<file path="src/rtl/alu_src_mux_pipe.sv">
// Registered ALU operand select: picks a register operand or an extended immediate
// and delivers it through a 2-entry skid buffer with a valid/ready handshake.
module alu_src_mux_pipe #(
  parameter int WIDTH   = 32,
  parameter int NUM_SRC = 4,
  parameter int IMM_W   = 16,
  localparam int SEL_W  = $clog2(NUM_SRC + 1)
) (
  input  logic                     clk,
  input  logic                     rst_n,
  input  logic                     in_valid,
  output logic                     in_ready,
  input  logic [SEL_W-1:0]         ALUSrc,
  input  logic [NUM_SRC*WIDTH-1:0] mux_in,
  input  logic [IMM_W-1:0]         imm_in,
  input  logic                     imm_sext,
  output logic                     out_valid,
  input  logic                     out_ready,
  output logic [WIDTH-1:0]         mux_out,
  output logic                     sel_err
);

  localparam logic [SEL_W-1:0] IMM_SEL = SEL_W'(NUM_SRC);

  logic [WIDTH-1:0] imm_ext;
  logic [WIDTH-1:0] sel_data;
  logic             sel_bad;

  logic             main_valid, skid_valid;
  logic [WIDTH-1:0] main_data, skid_data;
  logic             main_err, skid_err;
  logic             accept, drain;

  generate
    if (IMM_W < WIDTH) begin : g_ext
      assign imm_ext = {{(WIDTH-IMM_W){imm_sext & imm_in[IMM_W-1]}}, imm_in};
    end else begin : g_noext
      assign imm_ext = imm_in;
    end
  endgenerate

  // Selects above NUM_SRC yield zero data and raise the error flag instead of aliasing.
  always_comb begin
    sel_data = '0;
    sel_bad  = 1'b0;
    if (ALUSrc == IMM_SEL) begin
      sel_data = imm_ext;
    end else if (ALUSrc > IMM_SEL) begin
      sel_bad = 1'b1;
    end else begin
      for (int k = 0; k < NUM_SRC; k++) begin
        if (ALUSrc == SEL_W'(k)) sel_data = mux_in[k*WIDTH +: WIDTH];
      end
    end
  end

  assign in_ready  = !skid_valid;
  assign accept    = in_valid && in_ready;
  assign drain     = main_valid && out_ready;

  always_ff @(posedge clk or negedge rst_n) begin
    if (!rst_n) begin
      main_valid <= 1'b0;
      main_data  <= '0;
      main_err   <= 1'b0;
      skid_valid <= 1'b0;
      skid_data  <= '0;
      skid_err   <= 1'b0;
    end else begin
      if (drain && skid_valid) begin
        // in_ready is low whenever the skid is full, so no accept can collide here
        main_data  <= skid_data;
        main_err   <= skid_err;
        skid_valid <= 1'b0;
      end else if (accept && (!main_valid || drain)) begin
        main_valid <= 1'b1;
        main_data  <= sel_data;
        main_err   <= sel_bad;
      end else if (accept) begin
        skid_valid <= 1'b1;
        skid_data  <= sel_data;
        skid_err   <= sel_bad;
      end else if (drain) begin
        main_valid <= 1'b0;
      end
    end
  end

  assign out_valid = main_valid;
  assign mux_out   = main_data;
  assign sel_err   = main_err;

endmodule

</file>
<file path="config.mk">
export PLATFORM = sky130hd
export DESIGN_NAME = alu_src_mux_pipe
export DESIGN_NICKNAME = d
export VERILOG_FILES = /design/src/rtl/alu_src_mux_pipe.sv
export SDC_FILE = /design/constraint.sdc
export NUM_CORES = 1
export LEC_CHECK = 0
export ABC_AREA = 1
export CORE_MARGIN = 2
export CORE_UTILIZATION = 43
export CTS_CLUSTER_DIAMETER = 30
export DETAILED_ROUTE_END_ITERATION = 7
export PLACE_DENSITY = 0.87
export SYNTH_ARGS = -nofsm -noshare
export SYNTH_HDL_FRONTEND = slang
export SYNTH_SLANG_ARGS = --single-unit
</file>
<file path="constraint.sdc">
create_clock -name clk -period 1.5 [get_ports clk]
set_input_delay 0.3 -clock clk [delete_from_list [all_inputs] [get_ports clk]]
set_output_delay 0.3 -clock clk [all_outputs]
set_load 0.02 [all_outputs]
</file>
Yosys cells after proc, flatten, opt, wreduce, memory -nomap -nowiden
Index checks and enable logic that the tools add are counted.
Storage, ports and cells
  flip-flop bits (word level): 68
  bits in latches: 0
  bits in writable memories: 0
  memory bits (read-only): 0
  bits of input ports: 152
  output and inout bits: 35
  logic and storage cells: 48
  memories kept: 0
Cells by class
  add/subtract/negate cells: 0
  $mul: 0
  div/mod/pow operators: 0
  $lt $le $gt $ge: 1
  equality and inequality tests: 6
  shifts and indexed selects: 0
  multiplexer cells: 18
  bitwise operators: 3
  reductions and logical operators: 14
Operator list (number)
  $mux W32: 8
  $mux W1: 10
  $eq A3 B2 Y1 const B: 2
  $reduce_and A3 Y1: 2
  $reduce_bool A2 Y1: 3
  $logic_and A1 B1 Y1: 4
  $eq A3 B1 Y1 const B: 1
  $eq A3 B3 Y1 const B: 1
  $gt A3 B3 Y1 const B: 1
  $logic_not A3 Y1: 1
  $logic_not A1 Y1: 2
  $ne A2 B1 Y1 const B: 1
  $ne A2 B2 Y1 const B: 1
  $not A1 Y1: 2
  $reduce_and A2 Y1: 1
  $and A1 B1 Y1: 1
  $logic_or A1 B1 Y1: 1

Longest topological paths before layout
Gate-level depths: netlist of run 1.
  depth after elaboration: 9
  gate-level depth with buffers: 10

Least setup slack after synthesis of run 1
OpenSTA, ideal clock, no wires.
  path kind: flip-flop to flip-flop
  start point: register main_valid (netlist: out_valid)
  end point: register main_data[22] (netlist: mux_out[22])
  data arrival time: 1.420 ns
  setup slack: -0.041 ns
  cell stages (with the launch flop): 7
  buffers on the path: 1
  period minus slack after synthesis: 1.541 ns
  path through: dfrtp_1 > nand2_1 > nor2_1 > nor2_1 > clkbuf_1 > a22oi_1 > nand2_1
Between the ends
  longest elaborated chain between the ends: 4
  elaborated cells on any way between the ends: 7
  those cells by class: 1 x mux; 6 x reduce/logical
RTL lines
  start: declaration: line 29  | logic main_valid, skid_valid;
  start signal: assignment: line 63  | main_valid <= 1'b0;
  start signal: assignment: line 76  | main_valid <= 1'b1;
  start signal: assignment: line 84  | main_valid <= 1'b0;
  $logic_not A1 Y1 or $logic_and A1 B1 Y1 (tied branches): line 75, 59
  $logic_or A1 B1 Y1: line 75  | end else if (accept && (!main_valid || drain)) begin
  $logic_and A1 B1 Y1: line 75
  $reduce_bool A2 Y1 (no line)
  end signal: assignment: line 72  | main_data <= skid_data;
  end signal: assignment: line 77  | main_data <= sel_data;
  end: declaration: line 30  | logic [WIDTH-1:0] main_data, skid_data;
Parallel ways exist; a longest one is shown, timed or not.
A chain may end at the register's enable or synchronous reset.

Worst setup path after layout of run 1
  start point: register skid_valid
  end point: output in_ready
Between the ends
  longest elaborated chain between the ends: 1
RTL lines
  start: declaration: line 29
  start signal: assignment: line 66  | skid_valid <= 1'b0;
  start signal: assignment: line 74  | skid_valid <= 1'b0;
  start signal: assignment: line 80  | skid_valid <= 1'b1;
  $logic_not A1 Y1: line 57  | assign in_ready = !skid_valid;
  end: declaration: line 12  | output logic in_ready,
No other way between the ends.

==> flow_summary.ini, run 1 <==
[setup_path]
worstPathRequired_ns = 1.20
reg2reg_depth = 7
cp-start-kind = flop
end_kind = output port
critPathArrivalTime_ns = 1.14
rr_startpoint = skid_valid
setup.worst_path.class = flop to output port
cp-endpoint = in_ready
rrSetupSlack_ns = 0.10
cp_max_fo = 3
critPathLaunch = skid_valid
rr_endpoint = mux_out[11]

[timing]
relSlewSlack_pct = 77.5
finalSetupTns_ns = 0
finClkSkew_ns = 0.00717
grt_setup_unrepaired = false
min_period_over_period_pct = 95.9
min_period_ns = 1.44
tightest_slew_ns = 0.338
setup_violations = 0
drv_slew = 0
layout_setup_ws_ns = 0.0618
fmax_mhz = 695
hold_viol = 0

[synthesis]
synth_xor_area_share_pct = 0
avgSynthCellArea_sq_um = 6.73
synth_seq_cells = 68
synth_fa_ha_area_share_pct = 0
synth_mux_area_share_pct = 0
seq_area_frac_synth_pct = 40.5
synth_top_family_by_area = simple AND/OR/NAND/NOR gates
postSynthCellCount = 624
netlist_area_sq_mm = 0.00420
synthSimpleGateAreaFrac_pct = 44.8
synth_compound_area_share_pct = 8.13
syn_nets = 776
yosysWarnings = 0
synth_cell_types = 18

[cts]
htreeDepth = 3
postCtsSetupBuffers = 0
clockBufferDepth = 2
clkSlewWorstSetupHoldPaths_ns = 0.08
root_buffer = clkbuf_8
worstSkewPairLatency_ns = 0.35
numCtsBuffers = 9
cts_sinks = 68
cts_tree = yes

[global_route]
gr-usage-met2_pct = 53.6
overflow = 0
track_usage_pct = 31.1
grt_use_met1_pct = 38.4
grt_max_degree = 40
met3_usage_pct = 5.83
antenna_found_initial = 0
grt_pass1_wl_mm = 25.3
grt-busiest-layer = met2
grt_pass1_vias = 5148

[power_and_ir_drop]
power.density_mw_per_mm2 = 1240
p_leak_nw = 3.40
ir_drop_v = 0.000743

[run_status]
status = complete, no violations

[layout]
drive_above_1_share_pct = 10.2
n_antenna_cell = 0
syn_to_final_growth_pct = 59.3
utilization_pct = 69.4
fin_nets = 969

[route]
drt_iter0_markers = 489
via_per_inst = 5.52
avgRoutedWirePerCell_um = 17.0
first_pass_iters = 5
drc_errors = 0
via_count = 5267
ant_nets = 0
totalWireLength_mm = 16.2

[hold_path]
hold_path_class = input pin to asynchronous set/reset pin

[die]
die_w_um = 103
core_region_area_sq_mm = 0.00964
initial_core_util_pct = 43.6
rows = 36
die_h_um = 103
dieArea_sq_mm = 0.0106
ios = 187

[placed_design]
dp.final_hpwl_mm = 11.9
place_congestion = 0.880
port_buffers = 186
place_ws_ns = -0.453

[job]
drv_cap = 0
==> cell usage after synthesis, drive strengths merged <==
| cell type | count | area (sq um) |
|---|---|---|
| dfrtp | 68 | 1700 |
| nand4 | 33 | 206 |
| nand3 | 83 | 415 |
| nor2 | 37 | 141 |
| or2 | 16 | 100 |
| a22oi | 33 | 248 |
| inv | 22 | 82.6 |
| clkinv | 1 | 3.75 |
| clkbuf | 25 | 93.8 |
| o21ai | 17 | 85.1 |
| buf | 20 | 96.3 |
| a21oi | 1 | 8.76 |
| nand2 | 267 | 1000 |
| nor3 | 1 | 16.3 |
==> layout by cell type (no fill, tap or decap) <==
cell and count:
nand3_4 1, clkinv_1 1, inv_1 19, or2_2 16, nand4_1 33, inv_2 2, dfrtp_1 67, bufinv_16 1
a21oi_4 1, nor2_1 33, dfrtp_2 1, buf_12 10, nand2_1 266, buf_8 2, inv_4 1, dlygate4sd3_1 1
dlygate4sd2_1 35, clkdlybuf4s50_1 147, o21ai_0 17, nand2_2 1, buf_6 2, buf_4 27, nor2_4 1, nor2_2 3
clkinvlp_4 2, clkinv_4 2, a22oi_1 33, dlymetal6s2s_1 1, clkdlybuf4s15_1 2, nor3_4 1, clkbuf_8 10, nand3_1 82
==> where the power goes <==
part | internal, W | total [W] | switching, W
sequential | 0.00262 | 0.00313 | 0.000518
clock | 0.000809 | 0.00155 | 0.000742
combinational | 0.00155 | 0.00358 | 0.00203
==> flip-flops by register name, summed over array words and instances, names as in the netlist <==
register	cells
sel_err	1
skid_valid	1
out_valid	1
skid_err	1
skid_data	32
mux_out	32
==> routing by layer <==
| metal | vias up | part of all wire (%) |
|---|---|---|
| li1 | 2447 | - |
| met2 | 349 | 49 |
| met3 | 46 | 9.7 |
| met4 | 0 | 3.5 |
| met5 | - | 0 |
| met1 | 2425 | 38 |
==> worst max-delay path, stage by stage (launching register included) <==
cell             delay [ns]
dfrtp_1                0.40
inv_2                  0.09
clkdlybuf4s15_1        0.30
==> through the flow <==
stage	area, sq um	cells	hold slack, ns	power, W
after floorplan	4200	624	0.00441	0.00488
after global placement	6480	938	0.213	0.00681
after detailed placement	6480	938	0.222	0.00692
after CTS	6670	954	0.397	0.00821
after global routing	6690	954	0.417	0.00872
final	6690	954	0.392	0.00827
==> final cells by class <==
| cell class | instances | area, sq um |
|---|---|---|
| Fill cell | 804 | 2950 |
| Tap cell | 133 | 166 |
| Timing Repair Buffer | 227 | 2280 |
| Inverter | 23 | 88.8 |
| Multi-Input combinational cell | 488 | 2260 |
| Clock inverter | 5 | 62.6 |
| Clock buffer | 10 | 138 |
| Sequential cell | 68 | 1700 |
==> cell families after synthesis <==
logic type	count (synthesis)
flip-flops	68
AO/OA/AOI/OAI	51
buffers and inverters	68
AND/OR/NAND/NOR	437
==> worst min-delay path by stage <==
stage	startpoint	endpoint	slack, ns	depth (start not counted)
6_report	rst_n	skid_data[24]	0.39	2
3_3_place_gp	rst_n	mux_out[26]	0.21	1
3_5_place_dp	rst_n	skid_data[24]	0.22	1
2_1_floorplan	rst_n	mux_out[0]	0.004	0
4_1_cts	rst_n	skid_data[24]	0.40	2
5_1_grt	rst_n	skid_data[26]	0.42	2
==> repair_timing <==
item                       CTS  global route
hold endpoints to repair    21             0
pin swaps                    0             1
setup endpoints to repair   87            64
resized for setup           44             8
hold buffers                 1             0
(Power assumes the default switching activity.)
==> run 2: changes to the inputs <==
--- a/config.mk
+++ b/config.mk
@@ -14,3 +14,4 @@
 export SYNTH_ARGS = -nofsm -noshare
 export SYNTH_HDL_FRONTEND = slang
 export SYNTH_SLANG_ARGS = --single-unit
+export TNS_END_PERCENT = 50
==> results of run 2 <==
The final DEF is identical to that of run 1; final timing and power are the same.
==> run 3: changes to the inputs <==
--- a/config.mk
+++ b/config.mk
@@ -10,7 +10,9 @@
 export CORE_UTILIZATION = 43
 export CTS_CLUSTER_DIAMETER = 30
 export DETAILED_ROUTE_END_ITERATION = 7
-export PLACE_DENSITY = 0.87
+export PLACE_DENSITY = 0.82
+export SETUP_SLACK_MARGIN = 0.15
+export SKIP_LAST_GASP = 1
 export SYNTH_ARGS = -nofsm -noshare
 export SYNTH_HDL_FRONTEND = slang
 export SYNTH_SLANG_ARGS = --single-unit
==> flow_summary.ini, run 3 (synthesis results as in run 1) <==
[route]
first_pass_iters = 5
via_per_inst = 5.48
avgRoutedWirePerCell_um = 17.0
drt_iter0_markers = 415
drc_errors = 0
via_count = 5317
ant_nets = 0
totalWireLength_mm = 16.5

[hold_path]
hp-start = ALUSrc[2]
hold_path_class = input pin to flop
hold_path_depth = 4

[die]
rows = 36
core_region_area_sq_mm = 0.00964
die_w_um = 103
initial_core_util_pct = 43.6
die_h_um = 103
ios = 187
dieArea_sq_mm = 0.0106

[layout]
n_antenna_cell = 0
drive_above_1_share_pct = 16.0
fin_nets = 985
final_cell_mix = nand2_1 (260), clkdlybuf4s50_1 (147), nand3_1 (82)
syn_to_final_growth_pct = 65.0
final_common_cell = nand2_1

[timing]
relSlewSlack_pct = 75.9
fmax_mhz = 740
setup_violations = 0
finClkSkew_ns = 0.00698
finalSetupTns_ns = 0
tightest_slew_ns = 0.361
min_period_ns = 1.35
drv_slew = 0
layout_setup_ws_ns = 0.150
grt_setup_unrepaired = true
min_period_over_period_pct = 90.0
hold_viol = 0

[global_route]
grt_max_degree = 69
grt_pass1_wl_mm = 25.3
antenna_found_initial = 0
grt_pass1_vias = 5190
track_usage_pct = 31.2
overflow = 0

[power_and_ir_drop]
p_leak_nw = 3.42
ir_drop_v = 0.000715
power.density_mw_per_mm2 = 1230

[cts]
clkSlewWorstSetupHoldPaths_ns = 0.07
worstSkewPairLatency_ns = 0.34
clockBufferDepth = 2
cts_sinks = 68
numCtsBuffers = 9
root_buffer = clkbuf_8
cts_tree = yes
htreeDepth = 3

[placed_design]
port_buffers = 186
dp.final_hpwl_mm = 12.1
place_ws_ns = -0.478
place_congestion = 0.979

[setup_path]
reg2reg_depth = 7
critPathLaunch = skid_valid
setup.worst_path.class = flop to flop
end_kind = flop
worstPathRequired_ns = 1.73
critPathArrivalTime_ns = 1.58
rr_startpoint = skid_valid
cp_max_fo = 21
cp-start-kind = flop

[run_status]
status = complete, no violations

[job]
drv_cap = 0
[run 3: cell count changes in the layout (fill, tap and decap cells not counted), moves of 4 or more]
| cell | delta |
|---|---|
| clkdlybuf4s15_1 | +20 |
| nand2_2 | +5 |
| a22oi_1 | -7 |
| buf_6 | +7 |
| buf_2 | +4 |
| dlygate4sd2_1 | -33 |
| a22oi_2 | +7 |
| nand2_1 | -6 |
| buf_4 | +11 |
| clkdlybuf4s15_2 | +9 |
[run 3: final timing paths]
kind | slack, ns | end
min in group asynchronous | 0.50 | skid_valid
worst max register to register | 0.15 | mux_out[2]
worst min-delay path | 0.43 | skid_err
max in group asynchronous | 0.71 | skid_data[23]
worst min register to register | 0.48 | sel_err
worst max-delay path | 0.15 | mux_out[2]
[run 3: critical path, cell delays in order (launching register included)]
cell     delay (ns)
dfrtp_1        0.38
inv_2          0.07
buf_4          0.14
nor2_4         0.17
nor2_4         0.08
buf_12         0.16
a22oi_1        0.16
nand2_1        0.07
[run 3: where the power goes]
group	leakage, nW	internal (W)	switching [W]
clock network	0.0983	0.000809	0.000715
registers	0.884	0.00262	0.000547
logic	2.44	0.00173	0.00209
[run 3: timing repair]
action | CTS | global route
gates resized for setup | 93 | 34
setup endpoints to repair | 100 | 88
cloned | 1 | 1
endpoints found under the hold margin | 68 | 0
pin swaps | 0 | 2
hold buffers | 1 | 0
setup buffers | 2 | 4
[run 3: layer usage]
| layer | vias to the layer above | wire, um | global-route usage, % |
|---|---|---|---|
| li1 | 2473 | - | - |
| met1 | 2496 | 6390 | 39.3 |
| met2 | 311 | 8120 | 54.7 |
| met3 | 37 | 1510 | 5.69 |
| met4 | 0 | 467 | 9.92 |
| met5 | - | 0 | 0 |
[run 3: per-stage QoR]
stage                     cell area (sq um)  total power [W]  cells  util (%)  hold WS [ns]
final                                  6930          0.00851    971      71.9         0.427
after global routing                   6930          0.00900    971      71.9         0.467
after CTS                              6810          0.00834    966      70.6         0.487
after detailed placement               6510          0.00693    946      67.6         0.350
after global placement                 6510          0.00682    946      67.6         0.346
after floorplan                        4240          0.00493    624         -       0.00441
[run 3: cell type report]
cell class	count	area (sq um)
fill	780	2710
timing repair buffer	243	2430
multi-input combinational	488	2340
sequential	68	1700
tap	133	166
clock buffer	10	138
inverter	23	88.8
clock inverter	6	63.8
